**config.mk**
```make
export PLATFORM = sky130hd
export DESIGN_NAME = multicycle_rv32_core
export DESIGN_NICKNAME = d
export VERILOG_FILES = /design/src/rtl/core_pkg.sv /design/src/rtl/core_alu.sv /design/src/rtl/multicycle_rv32_core.sv
export SDC_FILE = /design/constraint.sdc
export NUM_CORES = 2
export LEC_CHECK = 0
export ABC_CLOCK_PERIOD_IN_PS = 8450
export CAP_MARGIN = 20
export CORE_MARGIN = 1
export CORE_UTILIZATION = 40
export CTS_CLUSTER_DIAMETER = 60
export CTS_CLUSTER_SIZE = 28
export DETAILED_ROUTE_END_ITERATION = 12
export SYNTH_ARGS = -nofsm -noshare
export SYNTH_HDL_FRONTEND = slang
export SYNTH_SLANG_ARGS = --single-unit
```
**constraint.sdc**
```tcl
create_clock -name clk -period 8.45 [get_ports clk]
set_clock_uncertainty 0.1 [all_clocks]
set_input_delay 0.845 -clock clk [delete_from_list [all_inputs] [get_ports clk]]
set_output_delay 0.845 -clock clk [all_outputs]
set_load 0.005 [all_outputs]
```
**src/rtl/core_pkg.sv**
```systemverilog
// rtl/core_pkg.sv - shared opcodes, funct3 codes, FSM states and ALU ops for multicycle_rv32_core
package core_pkg;

    localparam logic [6:0] OPC_LUI    = 7'b0110111;
    localparam logic [6:0] OPC_AUIPC  = 7'b0010111;
    localparam logic [6:0] OPC_JAL    = 7'b1101111;
    localparam logic [6:0] OPC_JALR   = 7'b1100111;
    localparam logic [6:0] OPC_BRANCH = 7'b1100011;
    localparam logic [6:0] OPC_LOAD   = 7'b0000011;
    localparam logic [6:0] OPC_STORE  = 7'b0100011;
    localparam logic [6:0] OPC_OP_IMM = 7'b0010011;
    localparam logic [6:0] OPC_OP     = 7'b0110011;

    localparam logic [2:0] F3_ADD  = 3'b000;
    localparam logic [2:0] F3_SLL  = 3'b001;
    localparam logic [2:0] F3_SLT  = 3'b010;
    localparam logic [2:0] F3_SLTU = 3'b011;
    localparam logic [2:0] F3_XOR  = 3'b100;
    localparam logic [2:0] F3_SR   = 3'b101;
    localparam logic [2:0] F3_OR   = 3'b110;
    localparam logic [2:0] F3_AND  = 3'b111;

    localparam logic [2:0] F3_BEQ  = 3'b000;
    localparam logic [2:0] F3_BNE  = 3'b001;
    localparam logic [2:0] F3_BLT  = 3'b100;
    localparam logic [2:0] F3_BGE  = 3'b101;
    localparam logic [2:0] F3_BLTU = 3'b110;
    localparam logic [2:0] F3_BGEU = 3'b111;

    localparam logic [2:0] F3_LB   = 3'b000;
    localparam logic [2:0] F3_LH   = 3'b001;
    localparam logic [2:0] F3_LW   = 3'b010;
    localparam logic [2:0] F3_LBU  = 3'b100;
    localparam logic [2:0] F3_LHU  = 3'b101;

    typedef enum logic [2:0] {FETCH, DECODE, EXECUTE, MEM, WB} state_t;

    typedef enum logic [3:0] {
        ALU_ADD, ALU_SUB, ALU_SLL, ALU_SLT, ALU_SLTU,
        ALU_XOR, ALU_SRL, ALU_SRA, ALU_OR, ALU_AND, ALU_MUL
    } alu_op_t;

    function automatic logic [31:0] imm_of(input logic [31:0] ir);
        case (ir[6:0])
            OPC_LUI, OPC_AUIPC: imm_of = {ir[31:12], 12'b0};
            OPC_JAL:            imm_of = {{12{ir[31]}}, ir[19:12], ir[20], ir[30:21], 1'b0};
            OPC_BRANCH:         imm_of = {{20{ir[31]}}, ir[7], ir[30:25], ir[11:8], 1'b0};
            OPC_STORE:          imm_of = {{21{ir[31]}}, ir[30:25], ir[11:7]};
            default:            imm_of = {{21{ir[31]}}, ir[30:20]};
        endcase
    endfunction

    // alt is instr bit 30; it only selects SUB for register-register ops, never for ADDI
    function automatic alu_op_t alu_op_of(input logic [2:0] f3, input logic alt, input logic is_op);
        case (f3)
            F3_ADD:  alu_op_of = (alt && is_op) ? ALU_SUB : ALU_ADD;
            F3_SLL:  alu_op_of = ALU_SLL;
            F3_SLT:  alu_op_of = ALU_SLT;
            F3_SLTU: alu_op_of = ALU_SLTU;
            F3_XOR:  alu_op_of = ALU_XOR;
            F3_SR:   alu_op_of = alt ? ALU_SRA : ALU_SRL;
            F3_OR:   alu_op_of = ALU_OR;
            default: alu_op_of = ALU_AND;
        endcase
    endfunction

endpackage

```
**src/rtl/core_alu.sv**
```systemverilog
// rtl/core_alu.sv - combinational ALU with branch compare flags; multiply only with MULTICYCLE_CORE_MUL_EN
module core_alu
    import core_pkg::*;
(
    input  logic [31:0] a,
    input  logic [31:0] b,
    input  alu_op_t     alu_op,
    output logic [31:0] result,
    output logic        eq,
    output logic        lt,
    output logic        ltu
);

    always_comb begin
        eq  = (a == b);
        lt  = ($signed(a) < $signed(b));
        ltu = (a < b);
        case (alu_op)
            ALU_SUB:  result = a - b;
            ALU_SLL:  result = a << b[4:0];
            ALU_SLT:  result = {31'b0, lt};
            ALU_SLTU: result = {31'b0, ltu};
            ALU_XOR:  result = a ^ b;
            ALU_SRL:  result = a >> b[4:0];
            ALU_SRA:  result = 32'($signed(a) >>> b[4:0]);
            ALU_OR:   result = a | b;
            ALU_AND:  result = a & b;
`ifdef MULTICYCLE_CORE_MUL_EN
            ALU_MUL:  result = a * b;
`endif
            default:  result = a + b;
        endcase
    end

endmodule

```
**src/rtl/multicycle_rv32_core.sv**
```systemverilog
// rtl/multicycle_rv32_core.sv - RV32I/E multicycle core, single memory port; MUL via MULTICYCLE_CORE_MUL_EN
module multicycle_rv32_core
    import core_pkg::*;
#(
    parameter logic [31:0] RESET_PC = 32'h0000_0000,
    parameter int          NREGS    = 32
) (
    input  logic        clk,
    input  logic        resetn,
    output logic [31:0] address,
    output logic [31:0] data_out,
    input  logic [31:0] data_in,
    output logic        we,
    output logic [3:0]  wstrb,
    output logic        req,
    input  logic        ready,
    output logic        retire,
    output logic        illegal
);

    localparam int RW = $clog2(NREGS);

    state_t      state;
    logic [31:0] pc, ir, rs1_q, rs2_q, imm_q, wb_data_q, next_pc_q;
    logic [1:0]  ea_lo;
    logic [31:0] rf [NREGS];

    logic [6:0]  opcode, f7;
    logic [4:0]  rd, rs1, rs2;
    logic [2:0]  f3;
    assign opcode = ir[6:0];
    assign rd     = ir[11:7];
    assign f3     = ir[14:12];
    assign rs1    = ir[19:15];
    assign rs2    = ir[24:20];
    assign f7     = ir[31:25];

    function automatic logic reg_ok(input logic [4:0] r);
        return 32'(r) < NREGS;
    endfunction

    logic legal_op, use_rd, use_rs1, use_rs2, dec_legal;

    always_comb begin
        legal_op = 1'b0;
        use_rd   = 1'b0;
        use_rs1  = 1'b0;
        use_rs2  = 1'b0;
        case (opcode)
            OPC_LUI, OPC_AUIPC, OPC_JAL: begin
                legal_op = 1'b1;
                use_rd   = 1'b1;
            end
            OPC_JALR: begin
                legal_op = (f3 == 3'b000);
                use_rd   = 1'b1;
                use_rs1  = 1'b1;
            end
            OPC_BRANCH: begin
                legal_op = (f3 != 3'b010) && (f3 != 3'b011);
                use_rs1  = 1'b1;
                use_rs2  = 1'b1;
            end
            OPC_LOAD: begin
                legal_op = (f3 == F3_LB) || (f3 == F3_LH) || (f3 == F3_LW) ||
                           (f3 == F3_LBU) || (f3 == F3_LHU);
                use_rd   = 1'b1;
                use_rs1  = 1'b1;
            end
            OPC_STORE: begin
                legal_op = (f3[2] == 1'b0) && (f3[1:0] != 2'b11);
                use_rs1  = 1'b1;
                use_rs2  = 1'b1;
            end
            OPC_OP_IMM: begin
                if (f3 == F3_SLL)
                    legal_op = (f7 == 7'b0000000);
                else if (f3 == F3_SR)
                    legal_op = (f7 == 7'b0000000) || (f7 == 7'b0100000);
                else
                    legal_op = 1'b1;
                use_rd   = 1'b1;
                use_rs1  = 1'b1;
            end
            OPC_OP: begin
                legal_op = (f7 == 7'b0000000) ||
                           ((f7 == 7'b0100000) && ((f3 == F3_ADD) || (f3 == F3_SR)))
`ifdef MULTICYCLE_CORE_MUL_EN
                           || ((f7 == 7'b0000001) && (f3 == F3_ADD))
`endif
                           ;
                use_rd   = 1'b1;
                use_rs1  = 1'b1;
                use_rs2  = 1'b1;
            end
            default: legal_op = 1'b0;
        endcase
        dec_legal = legal_op && (!use_rd || reg_ok(rd)) &&
                    (!use_rs1 || reg_ok(rs1)) && (!use_rs2 || reg_ok(rs2));
    end

    alu_op_t     alu_op;
    logic [31:0] alu_a, alu_b, alu_result;
    logic        alu_eq, alu_lt, alu_ltu;

    always_comb begin
        alu_op = ALU_ADD;
        alu_a  = rs1_q;
        alu_b  = imm_q;
        case (opcode)
            OPC_LUI:   alu_a = 32'd0;
            OPC_AUIPC: alu_a = pc;
            OPC_JAL, OPC_JALR: begin
                alu_a = pc;
                alu_b = 32'd4;
            end
            OPC_BRANCH: alu_b = rs2_q;
            OPC_OP_IMM: alu_op = alu_op_of(f3, ir[30], 1'b0);
            OPC_OP: begin
                alu_b  = rs2_q;
                alu_op = (f7 == 7'b0000001) ? ALU_MUL : alu_op_of(f3, ir[30], 1'b1);
            end
            default: ;
        endcase
    end

    core_alu u_alu (
        .a      (alu_a),
        .b      (alu_b),
        .alu_op (alu_op),
        .result (alu_result),
        .eq     (alu_eq),
        .lt     (alu_lt),
        .ltu    (alu_ltu)
    );

    logic [31:0] pc_plus4, br_target, jalr_target, st_data, ld_lane, ld_data;
    logic [3:0]  st_strb;
    logic        taken, misaligned;

    assign pc_plus4    = pc + 32'd4;
    assign br_target   = pc + imm_q;
    assign jalr_target = (rs1_q + imm_q) & ~32'd1;
    assign misaligned  = ((f3[1:0] == 2'b01) && alu_result[0]) ||
                         ((f3[1:0] == 2'b10) && (alu_result[1:0] != 2'b00));
    assign ld_lane     = data_in >> {ea_lo, 3'b000};

    always_comb begin
        case (f3)
            F3_BEQ:  taken = alu_eq;
            F3_BNE:  taken = !alu_eq;
            F3_BLT:  taken = alu_lt;
            F3_BGE:  taken = !alu_lt;
            F3_BLTU: taken = alu_ltu;
            F3_BGEU: taken = !alu_ltu;
            default: taken = 1'b0;
        endcase
        case (f3[1:0])
            2'b00: begin
                st_data = {4{rs2_q[7:0]}};
                st_strb = 4'b0001 << alu_result[1:0];
            end
            2'b01: begin
                st_data = {2{rs2_q[15:0]}};
                st_strb = 4'b0011 << alu_result[1:0];
            end
            default: begin
                st_data = rs2_q;
                st_strb = 4'b1111;
            end
        endcase
        case (f3)
            F3_LB:   ld_data = {{24{ld_lane[7]}}, ld_lane[7:0]};
            F3_LH:   ld_data = {{16{ld_lane[15]}}, ld_lane[15:0]};
            F3_LBU:  ld_data = {24'b0, ld_lane[7:0]};
            F3_LHU:  ld_data = {16'b0, ld_lane[15:0]};
            default: ld_data = data_in;
        endcase
    end

    // Every path back to FETCH raises req and loads the aligned fetch address in the same edge.
    always_ff @(posedge clk or negedge resetn) begin
        if (!resetn) begin
            state     <= FETCH;
            pc        <= RESET_PC;
            ir        <= '0;
            rs1_q     <= '0;
            rs2_q     <= '0;
            imm_q     <= '0;
            wb_data_q <= '0;
            next_pc_q <= '0;
            ea_lo     <= '0;
            address   <= '0;
            data_out  <= '0;
            we        <= 1'b0;
            wstrb     <= 4'b0000;
            req       <= 1'b0;
            retire    <= 1'b0;
            illegal   <= 1'b0;
            for (int i = 0; i < NREGS; i++)
                rf[i] <= '0;
        end else begin
            retire  <= 1'b0;
            illegal <= 1'b0;
            case (state)
                FETCH: begin
                    if (!req) begin
                        req     <= 1'b1;
                        address <= {pc[31:2], 2'b00};
                    end else if (ready) begin
                        ir    <= data_in;
                        req   <= 1'b0;
                        state <= DECODE;
                    end
                end
                DECODE: begin
                    rs1_q <= rf[rs1[RW-1:0]];
                    rs2_q <= rf[rs2[RW-1:0]];
                    imm_q <= imm_of(ir);
                    if (!dec_legal) begin
                        pc      <= pc_plus4;
                        retire  <= 1'b1;
                        illegal <= 1'b1;
                        req     <= 1'b1;
                        address <= {pc_plus4[31:2], 2'b00};
                        state   <= FETCH;
                    end else begin
                        state <= EXECUTE;
                    end
                end
                EXECUTE: begin
                    wb_data_q <= alu_result;
                    ea_lo     <= alu_result[1:0];
                    if (opcode == OPC_BRANCH) begin
                        pc      <= taken ? br_target : pc_plus4;
                        address <= taken ? {br_target[31:2], 2'b00} : {pc_plus4[31:2], 2'b00};
                        req     <= 1'b1;
                        retire  <= 1'b1;
                        state   <= FETCH;
                    end else if ((opcode == OPC_LOAD) || (opcode == OPC_STORE)) begin
                        next_pc_q <= pc_plus4;
                        if (misaligned) begin
                            pc      <= pc_plus4;
                            retire  <= 1'b1;
                            illegal <= 1'b1;
                            address <= {pc_plus4[31:2], 2'b00};
                            state   <= FETCH;
                        end else begin
                            address  <= {alu_result[31:2], 2'b00};
                            we       <= (opcode == OPC_STORE);
                            wstrb    <= (opcode == OPC_STORE) ? st_strb : 4'b0000;
                            data_out <= (opcode == OPC_STORE) ? st_data : 32'd0;
                            state    <= MEM;
                        end
                        req <= 1'b1;
                    end else begin
                        next_pc_q <= (opcode == OPC_JAL)  ? br_target :
                                     (opcode == OPC_JALR) ? jalr_target : pc_plus4;
                        state     <= WB;
                    end
                end
                MEM: begin
                    if (ready) begin
                        we       <= 1'b0;
                        wstrb    <= 4'b0000;
                        data_out <= '0;
                        if (opcode == OPC_STORE) begin
                            pc      <= pc_plus4;
                            address <= {pc_plus4[31:2], 2'b00};
                            retire  <= 1'b1;
                            state   <= FETCH;
                        end else begin
                            wb_data_q <= ld_data;
                            req       <= 1'b0;
                            state     <= WB;
                        end
                    end
                end
                WB: begin
                    if (rd != 5'd0)
                        rf[rd[RW-1:0]] <= wb_data_q;
                    pc      <= next_pc_q;
                    address <= {next_pc_q[31:2], 2'b00};
                    req     <= 1'b1;
                    retire  <= 1'b1;
                    state   <= FETCH;
                end
                default: state <= FETCH;
            endcase
        end
    end

endmodule
```
==> metrics.txt <==
critical path startpoint=ir[6]$_DFFE_PN0P_; io pins=107; Post-synth top flop=dfrtp_1; reg-to-reg slack, setup=1.03 ns; Die X=457 um; Clock Path Buffers=3; commonest cells after routing, fill and taps aside=dfrtp_1 (1310), mux2_2 (1056), mux4_2 (651); clock sink count=1323; Crit Path Class=reg2reg; DR iter-0 viols=8040; Avg WL per Cell=35.1 um; CTS root buf=clkbuf_16; Period Utilization, post-route=87.8%; asr flop ratio synth=100%; leakage power=40.6 nW; R2R Path Start=ir[6]$_DFFE_PN0P_; power per cell area=318 mW/mm^2; syn_area_per_cell=11.9 um^2; drt via density=6.66; clk_lat worst skew=0.78 ns; CTS clock-pin slew for the worst setup and hold paths=0.08 ns; CTS tree=yes; DRC viols=0; Port-buffer cells=104; synth unique cells=106; core area=0.205 mm^2; outcome=finished, final reports clean; Tightest Pin Transition=1.33 ns; Worst IR Drop VDD=0.228 mV; CP Launch Type=flop; die area=0.209 mm^2; Nets=6885; Min Clock Period, post-route=7.42 ns; Slew Limit Headroom=11.5%; H-tree depth=3; Hold Crit Class=reg2reg; Die Ht=457 um; Area growth, synth to finish=9.78%; gpl congestion=1.06; final setup TNS=0 ns; hold_sp=rf[1023]$_DFFE_PN0P_; Post-Syn Area=0.0830 mm^2; global-route wire length before repair=473000 um; flops & latches, synth=1323; Post-CTS Setup Bufs=0; max_cap viols=0; post-synthesis sequential area ratio=39.9%; gr usage total=31.4%; Initial Util=40.4%; vias=63200; register area=0.0331 mm^2; drt first pass iters=8; Post-synth EDFFs=0; Post-Syn Instances=6944; final setup violation count=0; initial antenna violation count=30; Worst EP required=9.03 ns; remaining global-route overflow=0; Ys Warns=0; Cell Rows=166; Final Util=44.3%; CP arrival=8.00 ns; DRT antenna net count=0; placed wire-length estimate=223000 um; Critical Path Sink Type=flop; vias in the first global route=61300; pin count of the biggest net entering global routing=174; multi-input logic area=0.0470 mm^2; maximum clock frequency=135 MHz; Num CTS Buffers=111; DRT Wirelength=333000 um; Hold Vio Cnt, Final=0; Layout fillers=18800; max-slew violations=0; Hold Worst Slack=0.298 ns; RSZ-0062 raised after global routing=no; largest fanout on the critical path=32; layout cells sized above 1=32.9%; commonest non-fill, non-tap cell in the layout=dfrtp_1
## state kept, by name (all words and copies together), names as in the netlist
name       cells
address       30
state          3
ir            32
rs1_q         32
we             1
imm_q         32
next_pc_q     32
rs2_q         32
retire         1
rf          1024
ea_lo          2
wstrb          4
wb_data_q     32
illegal        1
req            1
pc            32
data_out      32
## critical path, cell delays in order, from the launching register on
cell and delay, ns:
dfrtp_1 0.72, xor2_1 0.27, nand3_2 0.68, mux2i_4 0.61, ha_1 0.28, inv_1 0.07, fa_1 0.46, nand2b_1 0.12
a211oi_1 0.11, o21ai_1 0.35, o221ai_1 0.27, or2_1 0.35, a2111oi_2 0.64, mux2i_1 0.24, nor4_4 0.64, o21a_1 0.18
buf_4 0.27, nand3_4 0.15, nand3b_2 0.54, o2bb2ai_1 0.29
## logic make-up after synthesis
kind of cell | synth area share [%]
AO/OA/AOI/OAI | 10.5
XOR/XNOR | 1.27
adder cells (fa/ha/maj) | 2.49
buffers and inverters | 3.83
flip-flops | 39.9
multiplexers | 35.4
other | 0.00452
AND/OR/NAND/NOR | 6.56
## worst paths after layout
kind	end	depth (start not counted)
min in group asynchronous	address[28]$_DFFE_PN0P_	2
setup / recovery	data_out[19]$_DFFE_PN0P_	19
setup reg to reg	data_out[19]$_DFFE_PN0P_	19
max in group asynchronous	rf[432]$_DFFE_PN0P_	4
hold / removal	rf[1023]$_DFFE_PN0P_	0
hold reg to reg	rf[1023]$_DFFE_PN0P_	0
## cells in the mapped netlist (14+ instances only)
cell       number  area share (%)
a31oi_1        40            0.30
o2bb2ai_1      23            0.24
o31ai_1        30            0.27
nor3_1         90            0.54
a222oi_1       14            0.17
a21o_1         86            0.78
o21bai_1       24            0.22
nand3_1        71            0.43
clkbuf_1      472             2.1
a22o_1         49            0.52
o21ai_0       376             2.3
nand4_1        22            0.17
mux2i_1       266             3.2
a21oi_1       309             1.9
nor4_1         14            0.11
buf_2          39            0.24
and2_1         20            0.15
nand2_1       442             2.0
a221oi_1       23            0.24
mux2_1         14            0.19
a22oi_1        17            0.15
mux2_2       1056              14
mux4_2        651              18
o211ai_1       43            0.39
nor2_1        354             1.6
xor2_1         36            0.38
o21a_1         14            0.13
inv_1         145            0.66
dfrtp_1      1323              40
ha_1          159             2.4
buf_1         139            0.63
nand2b_1       22            0.17
a211oi_1       60            0.54
xnor2_1        84            0.89
nor2b_1        27            0.20
o221ai_1       35            0.37
or3_1          14            0.11
o22ai_1        30            0.23
and3_1         57            0.43
or2_2          14            0.11
## what timing repair did
item,CTS,global route
hold buffers,1,0
endpoints found under the hold margin,74,0
resized for setup,0,0
setup endpoints to repair,0,0
## power breakdown
part           total [W]  internal, W  switching [W]  leakage, nW
registers        0.00933      0.00722        0.00211         18.1
clock network    0.00589      0.00304        0.00285         2.02
logic             0.0137      0.00512        0.00862         20.5
## routing by layer
layer  routed length (um)  track usage, %  up-vias  share of wire, %
met5                  209               0        -             0.063
li1                     -               -    25800                 -
met2               146000            46.3     3460                44
met3                32100            7.56      764               9.6
met1               135000            43.0    33100                41
met4                19800            16.1       28               5.9
## stage by stage
step	instance area, um^2	power [W]	setup slack (ns)	instances
floorplan	83000	0.0173	2.34	6945
CTS	90800	0.0285	1.20	9462
detailed placement	86600	0.0226	1.16	9250
global route	91000	0.0299	0.630	9473
global placement	86600	0.0225	1.34	9247
finish	91100	0.0290	1.03	9484
## cell type report
type / count / share of cell area (%)
diodes: 11 / 0.0302
clock buffers: 126 / 3.29
clock inverters: 85 / 1.27
inverters: 153 / 0.631
multi-input cells: 4807 / 51.6
flip-flops and latches: 1323 / 36.4
well taps: 2688 / 3.69
repair buffers: 291 / 3.07
Note: power is estimated with default switching activity, not from simulation.
